$ cat src/rtl/cpu_defs.sv
// Shared pipeline definitions: word widths, memory op and exception encodings,
// and the MEM/WB pipeline register layout.
package cpu_defs;

    localparam int WORD        = 32;
    localparam int WORD_ADDR_W = 30;
    localparam int GPR_ADDR_W  = 5;
    localparam int EXP_W       = 3;

    localparam logic [1:0] MEM_OP_NOP   = 2'd0;
    localparam logic [1:0] MEM_OP_LOAD  = 2'd1;
    localparam logic [1:0] MEM_OP_STORE = 2'd2;

    localparam logic [EXP_W-1:0] EXP_NONE     = 3'd0;
    localparam logic [EXP_W-1:0] EXP_INT      = 3'd1;
    localparam logic [EXP_W-1:0] EXP_OVF      = 3'd3;
    localparam logic [EXP_W-1:0] EXP_MISALIGN = 3'd4;
    localparam logic [EXP_W-1:0] EXP_BUSERR   = 3'd5;

    typedef enum logic [1:0] {
        BUS_IDLE   = 2'd0,
        BUS_REQ    = 2'd1,
        BUS_ACCESS = 2'd2
    } bus_state_e;

    typedef struct packed {
        logic [WORD_ADDR_W-1:0] pc;
        logic                   en;
        logic                   br_flag;
        logic [1:0]             ctrl_op;
        logic [GPR_ADDR_W-1:0]  dst_addr;
        logic                   gpr_we_;
        logic [EXP_W-1:0]       exp_code;
        logic [WORD-1:0]        out;
    } memwb_t;

    localparam memwb_t MEMWB_BUBBLE = '{
        pc:       '0,
        en:       1'b0,
        br_flag:  1'b0,
        ctrl_op:  2'b00,
        dst_addr: '0,
        gpr_we_:  1'b1,
        exp_code: EXP_NONE,
        out:      '0
    };

    function automatic logic is_mem_op(input logic [1:0] op);
        return (op == MEM_OP_LOAD) || (op == MEM_OP_STORE);
    endfunction

endpackage

$ cat src/rtl/mem_bus_if.sv
// Request/grant bus master for the MEM stage: access FSM, bus timeout counter
// and registered bus outputs. Reports busy/done/timeout back to the stage.
import cpu_defs::*;

module mem_bus_if #(
    parameter int BUS_TIMEOUT = 16,
    parameter int TO_W        = 5
) (
    input  logic                   clk,
    input  logic                   reset,
    input  logic                   flush,
    input  logic                   acc,
    input  logic                   acc_rd,
    input  logic [WORD_ADDR_W-1:0] acc_addr,
    input  logic [WORD-1:0]        acc_wr_data,
    input  logic                   bus_grant,
    input  logic                   bus_rdy,
    input  logic [WORD-1:0]        bus_rd_data,
    output logic                   bus_req,
    output logic                   bus_as,
    output logic                   bus_rw,
    output logic [WORD_ADDR_W-1:0] bus_addr,
    output logic [WORD-1:0]        bus_wr_data,
    output logic                   busy,
    output logic                   done,
    output logic                   timeout,
    output logic [WORD-1:0]        rd_data
);

    bus_state_e             state_q;
    logic [TO_W-1:0]        cnt_q;
    logic                   bus_req_q;
    logic                   bus_as_q;
    logic                   bus_rw_q;
    logic [WORD_ADDR_W-1:0] bus_addr_q;
    logic [WORD-1:0]        bus_wr_data_q;

    logic start;
    logic expire;

    // A flushed request completes at once as a bubble, so it never starts or stalls.
    assign start   = (state_q == BUS_IDLE) && acc && !flush;
    assign expire  = (state_q != BUS_IDLE) && (cnt_q == TO_W'(BUS_TIMEOUT - 1));
    assign done    = (state_q == BUS_ACCESS) && bus_rdy;
    assign timeout = expire && !done;

    assign busy = start
                | ((state_q == BUS_REQ)    && !flush   && !timeout)
                | ((state_q == BUS_ACCESS) && !bus_rdy && !timeout);

    assign bus_req     = bus_req_q;
    assign bus_as      = bus_as_q;
    assign bus_rw      = bus_rw_q;
    assign bus_addr    = bus_addr_q;
    assign bus_wr_data = bus_wr_data_q;
    assign rd_data     = bus_rd_data;

    always_ff @(posedge clk) begin
        if (reset) begin
            state_q       <= BUS_IDLE;
            cnt_q         <= '0;
            bus_req_q     <= 1'b0;
            bus_as_q      <= 1'b0;
            bus_rw_q      <= 1'b0;
            bus_addr_q    <= '0;
            bus_wr_data_q <= '0;
        end else begin
            case (state_q)
                BUS_IDLE: begin
                    cnt_q <= '0;
                    if (start) begin
                        state_q   <= BUS_REQ;
                        bus_req_q <= 1'b1;
                    end
                end
                BUS_REQ: begin
                    cnt_q <= cnt_q + TO_W'(1);
                    if (flush || timeout) begin
                        state_q   <= BUS_IDLE;
                        cnt_q     <= '0;
                        bus_req_q <= 1'b0;
                    end else if (bus_grant) begin
                        state_q       <= BUS_ACCESS;
                        bus_as_q      <= 1'b1;
                        bus_rw_q      <= acc_rd;
                        bus_addr_q    <= acc_addr;
                        bus_wr_data_q <= acc_wr_data;
                    end
                end
                BUS_ACCESS: begin
                    cnt_q <= cnt_q + TO_W'(1);
                    if (done || timeout) begin
                        state_q       <= BUS_IDLE;
                        cnt_q         <= '0;
                        bus_req_q     <= 1'b0;
                        bus_as_q      <= 1'b0;
                        bus_rw_q      <= 1'b0;
                        bus_addr_q    <= '0;
                        bus_wr_data_q <= '0;
                    end
                end
                default: begin
                    state_q <= BUS_IDLE;
                end
            endcase
        end
    end

endmodule

$ cat src/rtl/stage_mem.sv
// MEM pipeline stage: word loads/stores over the shared bus, misalignment and
// bus-timeout exceptions, forwarding result and the MEM/WB pipeline register.
import cpu_defs::*;

module stage_mem #(
    parameter int BUS_TIMEOUT = 16,
    parameter int TO_W        = 5
) (
    input  logic                   clk,
    input  logic                   reset,
    input  logic                   stall,
    input  logic                   flush,
    input  logic [WORD_ADDR_W-1:0] ex_pc,
    input  logic                   ex_en,
    input  logic                   ex_br_flag,
    input  logic [1:0]             ex_ctrl_op,
    input  logic [GPR_ADDR_W-1:0]  ex_dst_addr,
    input  logic                   ex_gpr_we_,
    input  logic [1:0]             ex_mem_op,
    input  logic [WORD-1:0]        ex_mem_wr_data,
    input  logic [EXP_W-1:0]       ex_exp_code,
    input  logic [WORD-1:0]        ex_out,
    output logic [WORD_ADDR_W-1:0] mem_pc,
    output logic                   mem_en,
    output logic                   mem_br_flag,
    output logic [1:0]             mem_ctrl_op,
    output logic [GPR_ADDR_W-1:0]  mem_dst_addr,
    output logic                   mem_gpr_we_,
    output logic [EXP_W-1:0]       mem_exp_code,
    output logic [WORD-1:0]        mem_out,
    output logic [WORD-1:0]        fwd_data,
    output logic                   busy,
    output logic                   bus_req,
    input  logic                   bus_grant,
    output logic                   bus_as,
    output logic                   bus_rw,
    output logic [WORD_ADDR_W-1:0] bus_addr,
    output logic [WORD-1:0]        bus_wr_data,
    input  logic [WORD-1:0]        bus_rd_data,
    input  logic                   bus_rdy
);

    memwb_t          memwb_q;
    memwb_t          memwb_d;
    logic            flush_pend_q;
    logic            flush_pend_d;

    logic            mem_req;
    logic            acc;
    logic            mis;
    logic            is_load;
    logic            done;
    logic            timeout;
    logic [WORD-1:0] rd_data;

    assign is_load = (ex_mem_op == MEM_OP_LOAD);
    assign mem_req = ex_en && is_mem_op(ex_mem_op) && (ex_exp_code == EXP_NONE);
    assign acc     = mem_req && (ex_out[1:0] == 2'b00);
    assign mis     = mem_req && (ex_out[1:0] != 2'b00);

    mem_bus_if #(
        .BUS_TIMEOUT (BUS_TIMEOUT),
        .TO_W        (TO_W)
    ) u_bus (
        .clk         (clk),
        .reset       (reset),
        .flush       (flush),
        .acc         (acc),
        .acc_rd      (is_load),
        .acc_addr    (ex_out[WORD-1:2]),
        .acc_wr_data (ex_mem_wr_data),
        .bus_grant   (bus_grant),
        .bus_rdy     (bus_rdy),
        .bus_rd_data (bus_rd_data),
        .bus_req     (bus_req),
        .bus_as      (bus_as),
        .bus_rw      (bus_rw),
        .bus_addr    (bus_addr),
        .bus_wr_data (bus_wr_data),
        .busy        (busy),
        .done        (done),
        .timeout     (timeout),
        .rd_data     (rd_data)
    );

    always_comb begin
        fwd_data = ex_out;
        if (mis || timeout) begin
            fwd_data = '0;
        end else if (done && is_load) begin
            fwd_data = rd_data;
        end
    end

    // A flush seen mid-transfer is remembered so the finished access is discarded.
    always_comb begin
        flush_pend_d = 1'b0;
        if (stall || busy) begin
            flush_pend_d = flush_pend_q || (flush && busy);
        end
    end

    always_comb begin
        memwb_d = memwb_q;
        if (!(stall || busy)) begin
            if (flush || flush_pend_q) begin
                memwb_d = MEMWB_BUBBLE;
            end else begin
                memwb_d.pc       = ex_pc;
                memwb_d.en       = ex_en;
                memwb_d.br_flag  = ex_br_flag;
                memwb_d.ctrl_op  = ex_ctrl_op;
                memwb_d.dst_addr = ex_dst_addr;
                memwb_d.out      = fwd_data;
                if (timeout) begin
                    memwb_d.exp_code = EXP_BUSERR;
                    memwb_d.gpr_we_  = 1'b1;
                end else if (mis) begin
                    memwb_d.exp_code = EXP_MISALIGN;
                    memwb_d.gpr_we_  = 1'b1;
                end else begin
                    memwb_d.exp_code = ex_exp_code;
                    memwb_d.gpr_we_  = (ex_exp_code != EXP_NONE) ? 1'b1 : ex_gpr_we_;
                end
            end
        end
    end

    always_ff @(posedge clk) begin
        if (reset) begin
            memwb_q      <= MEMWB_BUBBLE;
            flush_pend_q <= 1'b0;
        end else begin
            memwb_q      <= memwb_d;
            flush_pend_q <= flush_pend_d;
        end
    end

    assign mem_pc       = memwb_q.pc;
    assign mem_en       = memwb_q.en;
    assign mem_br_flag  = memwb_q.br_flag;
    assign mem_ctrl_op  = memwb_q.ctrl_op;
    assign mem_dst_addr = memwb_q.dst_addr;
    assign mem_gpr_we_  = memwb_q.gpr_we_;
    assign mem_exp_code = memwb_q.exp_code;
    assign mem_out      = memwb_q.out;

endmodule

$ cat config.mk
export PLATFORM = sky130hd
export DESIGN_NAME = stage_mem
export DESIGN_NICKNAME = d
export VERILOG_FILES = /design/src/rtl/cpu_defs.sv /design/src/rtl/mem_bus_if.sv /design/src/rtl/stage_mem.sv
export SDC_FILE = /design/constraint.sdc
export NUM_CORES = 1
export LEC_CHECK = 0
export CORE_MARGIN = 3
export CORE_UTILIZATION = 41
export DETAILED_ROUTE_END_ITERATION = 12
export GPL_TIMING_DRIVEN = 0
export PLACE_DENSITY_LB_ADDON = 0.15
export REMOVE_ABC_BUFFERS = 1
export SYNTH_ARGS = -nofsm -noshare
export SYNTH_HDL_FRONTEND = slang
export SYNTH_SLANG_ARGS = --single-unit
$ cat constraint.sdc
create_clock -name clk -period 3.7 [get_ports clk]
set_input_delay 1.11 -clock clk [delete_from_list [all_inputs] [get_ports clk]]
set_output_delay 1.11 -clock clk [all_outputs]
set_load 0.005 [all_outputs]
* After elaboration in Yosys (flattened, before gate mapping)
Index checks and enable logic that the tools add are counted.
Storage, ports and cells: output and inout bits 173, logic and storage cells 101, register bits after elaboration 148, bits of input ports 147
Cells by class: muxes and demuxes 32, equal/unequal tests 11, reductions and logical operators 38, $add $sub $neg 1, bitwise gates (word level) 3
Operators with widths (number):
- 32-bit 2-to-1 mux | 5
- 30-bit 2-to-1 mux | 3
- 75-bit 2-to-1 mux | 1
- 32-bit one-hot mux with 2 select lines | 1
- 30-bit one-hot mux with 2 select lines | 1
- 1-bit logical AND | 15
- 5-bit one-hot mux with 3 select lines | 1
- 5-bit 2-to-1 mux | 2
- 1-bit 2-to-1 mux | 8
- 2-bit 2-to-1 mux | 4
- 4-bit 2-to-1 mux | 2
- 2-bit != test, second input constant | 4
- 4-bit AND reduction | 2
- 1-bit logical OR | 7
- 2-bit one-hot mux with 3 select lines | 1
- 2-bit nonzero test | 3
- 3-bit nonzero test | 2
- 5-bit by 1-bit adder with 5-bit output, second input constant | 1
- 5-bit by 4-bit == test with 1-bit output, second input constant | 1
- 2-bit by 1-bit == test with 1-bit output, second input constant | 2
- 2-bit == test, second input constant | 2
- 1-bit logical NOT | 4
- 2-bit logical NOT | 2
- 1-bit one-hot mux with 2 select lines | 2
- other kinds (8) | 9

* Longest topological paths before layout
depth after elaboration 12, depth in mapped cells 10, mapped depth without buffers 8

* Cells and area by module
From an unflattened synthesis, not the netlist that was laid out.
Unflattened totals: cell total of the unflattened synthesis 784, area total of the unflattened synthesis 7350.8 sq um
By module, submodules not included:
- stage_mem | seq. area each 1521.5 sq um, cells an instance 372, area an instance 3772.4 sq um, instances 1
- mem_bus_if | seq. area each 1441.4 sq um, cells an instance 412, area an instance 3578.4 sq um, instances 1

* Worst setup path after synthesis
OpenSTA, ideal clock, no wires.
kind input to output, start point input port ex_exp_code[0], end point output port fwd_data[10], setup slack 0.100 ns, required time 2.590 ns, path buffers 2, cell stages on the path 6, data arrival time 2.490 ns, cells stage by stage or3_2 nor4b_4 or2_2 clkbuf_1 buf_2 nor2_1
Between the ends: word-level cells in the longest chain between the ends 5
RTL lines:
- from (decl) | line stage_mem.sv:21 | input logic [EXP_W-1:0] ex_exp_code,
- 3-bit logical NOT | line stage_mem.sv:57 | assign mem_req = ex_en && is_mem_op(ex_mem_op) && (ex_exp_code == EXP_NONE);
- 1-bit logical AND | line stage_mem.sv:57
- 1-bit logical AND | line stage_mem.sv:59 | assign mis = mem_req && (ex_out[1:0] != 2'b00);
- 1-bit logical OR | line stage_mem.sv:88 | if (mis || timeout) begin
- 32-bit 2-to-1 mux | line stage_mem.sv:88
- to (decl) | line stage_mem.sv:31 | output logic [WORD-1:0] fwd_data,
No other way between the ends.

* Final worst setup path
start point input port ex_exp_code[1], end point output port fwd_data[5]
Same word-level chain as after synthesis.

==> metrics.yaml <==
run_status:
  violations: "setup timing"
  outcome: "complete, but fails checks"
cells_and_area:
  fillCellCount: 1301
  utilization: 0.6904
  final_area_um2: 10570
  diodes: 0
  syn_to_final_growth_pct: 63.62
  nets: 1226
  layout-drive-gt1-share: 0.1273
grt:
  grt_max_degree: 79
  grt_pass1_wl_mm: 35.61
  antenna_found_initial: 0
  grt.overflow.total: 0
  grt_usage: 0.2567
  grt_pass1_vias: 6553
die:
  pin_count: 320
  fp-row-count: 45
  die_w_um: 131.5
  design.die.area_um2: 17300
  core-area_um2: 15310
  die_h_um: 131.5
  initial_core_util: 0.4220
yosys:
  ys_types: 53
  synth_top_family_by_area: "simple AND/OR/NAND/NOR gates"
  synth_common_cells: "dfxtp_1, nand2_1, a21oi_1"
  synth_compound_area_frac: 0.1359
  synth.yosys.seq_area_share: 0.4585
  synth_cells: 774
  yosysWarnings: 0
  synth_most_common_cell: "dfxtp_1"
  synth.top_cell.area_share: 0.4585
  synth-seq-cells: 148
  synth_xor_area_frac: 0
  synthMuxAreaShare: 0.05286
  synthSimpleGateAreaFrac: 0.2790
  synth_fa_ha_area_frac: 0.01549
  synth-main-ff-cell: "dfxtp_1"
  ys_async_sr_fraction: 0
  netlist_area_um2: 6462
  syn_avg_cell_area_um2: 8.349
  synth_area_leaders: "dfxtp_1, a21oi_1, nand2_1, nand3b_1, mux2i_1"
  synth_edf_count: 0
  yosysTopAreaCell: "dfxtp_1"
cts:
  cts_buffers: 17
  cts_tree: "built"
  holdBufCountCts: 0
  cts_root_buffer: "clkbuf_16"
  clk_latency_ns: 0.42
  cts-htree-levels: 4
  cts.sinks: 148
  clk_pin_slew_worst_paths_ns: 0.06
  clockBufferDepth: 2
timing:
  setup_slack_ns: -0.02412
  maxSlewViolCount: 0
  clock_skew_ns: 0.01181
  rsz0062_at_grt: "yes"
  finalSetupViolations: 12
  slew_headroom: 0.3525
  period_share: 1.007
  hold_viol_final: 0
  whs_ns: 0.4481
  worst-slew-pin-transition_ns: 0.9713
  fmax_mhz: 268.5
  period_minus_slack_ns: 3.724
critical_path:
  cp_max_fo: 7
  rrSetupSlack_ns: 0.66
  r2r-start: "u_bus.cnt_q[0]"
  cp.required_ns: 2.59
  timing.rr.end: "mem_out[27]"
  end_kind: "primary output"
  startpoint: "ex_exp_code[1]"
  arrival_ns: 2.61
  worstSetupPathType: "input pin to primary output"
  cp-start-kind: "input pin"
  setup.worst_path.end: "fwd_data[5]"
  reg2regPathDepth: 9
route:
  wl_per_cell_um: 17.61
  via_count: 6624
  drc: 0
  drt-total-wl_mm: 22.81
  dr.first_iter.drc_count: 326
  ant_nets: 0
  viasPerCell: 5.115
  firstDrtPassIters: 4
placement:
  globalplace.congestion: 0.8025
  io_buffers: 319
  dp_hpwl_mm: 15.01
  place_area_um2: 9731
pwr:
  power_leakage_uw: 0.003904
  power_uw: 4621
  peakVddDrop_v: 0.0002993
  power_density_nw_per_um2: 437.0
job:
  drv_cap: 0
min_path:
  worstHoldPathType: "flop to flop"
==> routing by layer <==
layer,part of all wire,global-route usage,vias to the layer above
met5,0,0,-
met4,0.026,0.09160,0
met3,0.079,0.08729,34
met2,0.49,0.4341,255
met1,0.41,0.3033,3089
li1,-,-,3246
==> worst max-delay path, cell delays in order <==
cell     delay [ns]
buf_6          0.09
or3_4          0.40
nor4b_4        0.28
buf_4          0.17
or2_4          0.14
buf_12         0.11
buf_12         0.13
nor2_1         0.04
buf_2          0.13
==> cells in the final DEF, fill, tap and decap left out, types with 9 or more instances in the layout <==
master,count
nand3b_1,63
buf_4,12
clkbuf_16,17
buf_2,34
nand2_1,145
mux2i_1,29
buf_12,9
or3_1,36
clkdlybuf4s50_1,276
nor2_1,25
a21oi_1,144
dfxtp_1,148
nand3_1,40
==> power by group <==
| group | internal (µW) | switching, µW |
|---|---|---|
| registers | 1710 | 58.3 |
| clock network | 1150 | 697 |
| logic | 522 | 487 |
| total | 3380 | 1240 |
==> worst min-delay path by stage <==
stage              startpoint              to  slack (ns)  cells past startpoint
6_report           mem_pc[28]      mem_pc[28]        0.45                      2
5_1_grt            mem_out[2]      mem_out[2]        0.47                      2
4_1_cts          u_bus.bus_rw    u_bus.bus_rw        0.45                      2
3_5_place_dp     u_bus.bus_rw    u_bus.bus_rw        0.44                      2
3_3_place_gp        mem_pc[0]       mem_pc[0]        0.44                      2
2_1_floorplan  u_bus.cnt_q[4]  u_bus.cnt_q[4]        0.43                      2
==> per-stage QoR <==
stage	setup slack, ns	std cells	setup TNS (ns)
2_1_floorplan	-0.1014	706	-9.370
6_report	-0.02412	1295	-0.2016
4_1_cts	-0.01997	1296	-0.1182
3_3_place_gp	-2.827	1236	-436.64
3_5_place_dp	-1.235	1243	-67.61
5_1_grt	-0.08833	1295	-0.9525
==> state kept, by name, indices dropped and copies added (netlist names), 2 cells and up <==
register,flops
mem_ctrl_op,2
mem_dst_addr,5
mem_exp_code,3
mem_out,32
mem_pc,30
u_bus.bus_addr,30
u_bus.bus_wr_data,32
u_bus.cnt_q,5
u_bus.state_q,2
==> cell type report <==
class                           instances  area (µm²)  area share
Timing Repair Buffer                  345        3390      0.3206
Multi-Input combinational cell        554        3316      0.3136
Sequential cell                       148        2963      0.2802
Clock buffer                           19       442.9     0.04189
Tap cell                              211       264.0     0.02497
Clock inverter                         13       180.2     0.01704
Inverter                                5       18.77    0.001775
==> what timing repair did <==
action	in CTS	in global routing
gates resized for setup	180	16
hold endpoints to repair	0	0
endpoints found under the setup margin	78	28
pin swaps	15	10
gates cloned	2	0
setup buffers	20	0
==> cells by family after synthesis <==
group | Yosys count
multiplexers | 34
flip-flops | 148
AND/OR/NAND/NOR | 349
AO/OA/AOI/OAI | 162
adder cells (fa/ha/maj) | 8
buffers and inverters | 73
Power figures use the tool's default switching activity.
==> variant 1: new RTL, config.mk and constraints unchanged <==
The package constant `EXP_W` goes from 3 to 6.
--- a/src/rtl/cpu_defs.sv
+++ b/src/rtl/cpu_defs.sv
@@ -5,7 +5,7 @@
     localparam int WORD        = 32;
     localparam int WORD_ADDR_W = 30;
     localparam int GPR_ADDR_W  = 5;
-    localparam int EXP_W       = 3;
+    localparam int EXP_W       = 6;
 
     localparam logic [1:0] MEM_OP_NOP   = 2'd0;
     localparam logic [1:0] MEM_OP_LOAD  = 2'd1;
Ports: changed (resized ex_exp_code and mem_exp_code); port bits go from 320 to 326. No check against the original RTL was run, so the function may have changed too.
==> variant 1 against the unedited design <==
Global-route usage decreased by 1.0 points; setup slack improved by 0.086 ns; final cell count shrank 7.3%; sequential power rose by 13%; sequential cell count is 3 higher; routed wire length decreased by 0.74%; design area grew 3.7%; power rose by 23%; synthesized area rose by 4.4%; critical path type unchanged; largest cell class unchanged.
==> variant 1: results (changes against the unedited design) <==
status: "finished, final reports clean"
dp_hpwl_mm: 15.3  # +2.0%
place_area_sq_mm: 0.0101  # +4.2%
wl_per_cell_um: 18.9  # +7.1%
ir_drop_mv: 0.340  # +14%
synth_compound_area_share_pct: 13.3  # -0.26 points
cp_max_fo: 2  # -5
fin_skew_ns: 0.00770  # -0.00412 ns
post-place-cells: 1152  # -7.3%
cp-endpoint: "busy"
io_buffers: 325  # +1.9%
synth_area_leaders: "dfxtp_1 (45%), mux2i_1 (14%), or3b_2 (8.0%)"
rrSetupSlack_ns: 0.42  # -0.24 ns
critical-path-max-stage-delay_ns: 0.49  # +0.09 ns
dp_slack_ns: -0.985  # +0.250 ns
tightest_slew_ns: 1.21  # +0.234 ns
grt_pass1_vias: 6313  # -3.7%
finalCriticalPeriod_ns: 3.64  # -0.0858 ns
num-nets-final: 1129  # -7.9%
vias: 6142  # -7.3%
synth_cell_types: 45  # -15%
r2r_start: "u_bus.state_q[0]"
arrival_ns: 2.53  # -0.08 ns
gp_congestion: 0.759  # -5.4%
crit_slowest_cell: "or4_4"
grt_usage_pct: 24.6  # -1.0 points
power-top-group: "registers"
netlist_top_cells_count: "dfxtp_1 (151), mux2i_1 (96), nand2b_1 (69)"
avgSynthCellArea_sq_um: 10.2  # +22%
synth_seq_area_share_pct: 44.8  # -1.1 points
r2r-end: "mem_pc[26]"
drive_above_1_share_pct: 19.3  # +6.6 points
grt_pass1_wl_mm: 35.2  # -1.1%
grt_max_degree: 127  # +61%
ff2ff_path_depth: 7  # -2
leakage_nw: 4.22  # +8.0%
==> variant 1: cells by family after synthesis <==
family / count (synthesis)
flip-flops: 151
AND/OR/NAND/NOR: 203
adder cells (fa/ha/maj): 8
multiplexers: 97
AO/OA/AOI/OAI: 106
buffers and inverters: 99
==> variant 1: through the flow <==
step	power [mW]	hold slack [ns]
finish	5.69	0.455
CTS	5.74	0.455
global route	5.95	0.476
floorplan	2.91	0.426
detailed placement	3.86	0.446
global placement	3.89	0.440
==> variant 1: repair_timing <==
| action | 4_1_cts | 5_1_grt |
|---|---|---|
| pin swaps | 16 | 2 |
| gates cloned | 5 | 0 |
| endpoints found under the setup margin | 72 | 26 |
| gates resized for setup | 183 | 17 |
| buffers inserted | 13 | 1 |
==> variant 1: final cells by class <==
class / instances / area, sq um
fillers: 1331 / 5030
repair buffers: 348 / 3460
multi-input cells: 414 / 3440
flip-flops and latches: 151 / 3020
clock buffers: 20 / 467
well taps: 216 / 270
clock inverters: 12 / 166
inverters: 39 / 146
==> variant 1: how the worst min path moves through the flow <==
stage | startpoint | to | cells past startpoint | slack [ns]
6_report | mem_out[1] | mem_out[1] | 2 | 0.45
3_3_place_gp | u_bus.cnt_q[4] | u_bus.cnt_q[4] | 2 | 0.44
5_1_grt | mem_out[30] | mem_out[30] | 2 | 0.48
4_1_cts | mem_out[29] | mem_out[29] | 2 | 0.46
3_5_place_dp | mem_out[29] | mem_out[29] | 2 | 0.45
2_1_floorplan | u_bus.cnt_q[4] | u_bus.cnt_q[4] | 2 | 0.43
==> variant 1: routing by layer <==
metal  share of wire, %  track usage (%)  vias to the layer above
li1                   -                -                     2977
met3                9.4             9.64                       33
met2                 47             40.5                      245
met1                 41             29.5                     2887
met5                  0                0                        -
met4                2.3             8.37                        0
==> variant 2: new RTL, same settings <==
Without the edit above. Register the output `mem_br_flag`; this adds one clock of latency there. The other outputs are not delayed to match.
--- a/src/rtl/stage_mem.sv
+++ b/src/rtl/stage_mem.sv
@@ -138,7 +138,9 @@
 
     assign mem_pc       = memwb_q.pc;
     assign mem_en       = memwb_q.en;
-    assign mem_br_flag  = memwb_q.br_flag;
+    always_ff @(posedge clk) begin
+        mem_br_flag <= memwb_q.br_flag;
+    end
     assign mem_ctrl_op  = memwb_q.ctrl_op;
     assign mem_dst_addr = memwb_q.dst_addr;
     assign mem_gpr_we_  = memwb_q.gpr_we_;
Check against the original RTL: not equivalent (a bounded check fails within 4 cycles, from zero or initial values and one cycle with reset high).
==> variant 2 against the unedited design <==
The run still ends with negative setup slack left; first-iteration DRC count decreased by 24%; routed wire length increased by 3.7%; setup slack got worse by 0.025 ns; sequential cell count increased by 1; power decreased by 4.2%; fmax decreased by 0.65%; synthesized cell count increased by 9.4%; design area increased by 0.76%; synthesized area increased by 8.7%; critical path type unchanged.
==> variant 2: results (changes against the unedited design) <==
drive_above_1_share_pct: 13.8  # +1.0 points
drtIter0Drc: 248  # -24%
leakage_nw: 3.98  # +2.1%
fin_skew_ns: 0.0115  # -0.000351 ns
grt_usage_pct: 24.1  # -1.5 points
hold_slack_ns: 0.354  # -0.0941 ns
avgSynthCellArea_sq_um: 8.29  # -0.69%
setup_viol: 8  # -4
rrSetupSlack_ns: 0.65
post-route-worst-setup-slack_ns: -0.0487  # -0.0245 ns
grt_pass1_vias: 6468  # -1.3%
antenna_found_initial: 0  # unchanged
dp_slack_ns: -1.19  # +0.0436 ns
grt_pass1_wl_mm: 35.3  # -0.97%
arrival_ns: 2.64  # +0.03 ns
violations: "negative setup slack"
r2r_start: "u_bus.state_q[0]"
holdPathStages: 0  # -2
status: "finished, violations left"
diodes: 0  # unchanged
ir_drop_mv: 0.300  # +0.35%
synth_area_leaders: "dfxtp_1 (42%), a21oi_1 (10%), buf_4 (8.1%)"
min-delay-start: "memwb_q[43]"
vias_per_cell: 5.11  # about the same
clk_pin_slew_ns: 0.06  # about the same
synth_seq_area_share_pct: 42.5  # -3.4 points
fillers: 1477  # +14%
r2r-end: "mem_out[21]"
gp_congestion: 0.760  # -5.3%
grt_max_degree: 87  # +10%
cp_max_fo: 5  # -2
wirelength_mm: 23.7  # +3.7%
dp_hpwl_mm: 15.4  # +2.7%
tightest_slew_ns: 0.967  # -0.00439 ns
num-nets-final: 1240  # +1.1%
cts_root_buf: "clkbuf_16"
netlist_top_cells_count: "dfxtp_1 (149), nand2_1 (147), a21oi_1 (144)"
holdPathEnd: "mem_br_flag"
cts.htree.levels: 4  # unchanged
[variant 2: cell types whose count changed after synthesis, sizes merged]
cell   delta
buf      +72
dfxtp     +1
[variant 2: layer usage]
| metal | up-vias | track usage (%) | routed length [um] |
|---|---|---|---|
| li1 | 3277 | - | - |
| met1 | 3162 | 28.3 | 9420 |
| met2 | 259 | 40.3 | 11400 |
| met3 | 42 | 9.26 | 2300 |
| met4 | 0 | 8.37 | 514 |
| met5 | - | 0 | 0 |
[variant 2: stage by stage]
stage | std cells | setup TNS [ns] | instance area [sq um] | power (mW)
2_1_floorplan | 707 | -9.37 | 6120 | 2.19
3_3_place_gp | 1246 | -424.27 | 9590 | 2.78
3_5_place_dp | 1254 | -64.33 | 9780 | 2.82
4_1_cts | 1313 | -1.00 | 10600 | 4.45
5_1_grt | 1318 | -1.22 | 10700 | 4.63
6_report | 1318 | -0.243 | 10700 | 4.43
[variant 2: cell type report]
cell class | count | area share [%]
clock buffers | 17 | 3.99
clock inverters | 15 | 1.22
inverters | 5 | 0.176
multi-input cells | 555 | 30.9
flip-flops and latches | 149 | 28.0
well taps | 220 | 2.58
repair buffers | 357 | 33.1
[variant 2: power breakdown]
| group | switching [mW] | internal [mW] | leakage (nW) |
|---|---|---|---|
| logic | 0.489 | 0.527 | 2.51 |
| clock network | 0.703 | 0.926 | 0.270 |
| registers | 0.0593 | 1.72 | 1.21 |
| total | 1.25 | 3.18 | 3.98 |
[variant 2: how the worst max path moves through the flow]
stage / from / end / cells past startpoint / slack [ns]
finish: ex_exp_code[1] / fwd_data[28] / 9 / -0.05
floorplan: u_bus.state_q[0] / u_bus.bus_addr[0] / 7 / -0.10
global placement: reset / u_bus.state_q[1] / 3 / -2.81
CTS: flush / busy / 6 / -0.13
detailed placement: ex_exp_code[0] / fwd_data[24] / 6 / -1.19
global route: ex_exp_code[1] / fwd_data[20] / 9 / -0.11
[variant 2: worst max-delay path, stage by stage]
cell and delay (ns):
buf_6 0.09, or3_4 0.41, nor4b_4 0.28, buf_4 0.16, or2_4 0.15, buf_6 0.15, buf_4 0.11, nor2_2 0.03
buf_2 0.13
[variant 2: what timing repair did]
item / 4_1_cts / 5_1_grt
setup endpoints to repair: 52 / 33
gates cloned: 3 / 0
resized for setup: 178 / 25
setup buffers: 24 / 7
pin swaps: 17 / 14
[variant 2: logic make-up after synthesis]
| group | Yosys count | synth area share [%] |
|---|---|---|
| flops | 149 | 42.5 |
| fa+ha+maj | 8 | 1.43 |
| compound gates | 162 | 12.5 |
| mux | 34 | 4.86 |
| buf+inv | 145 | 13.1 |
| simple gates | 349 | 25.7 |
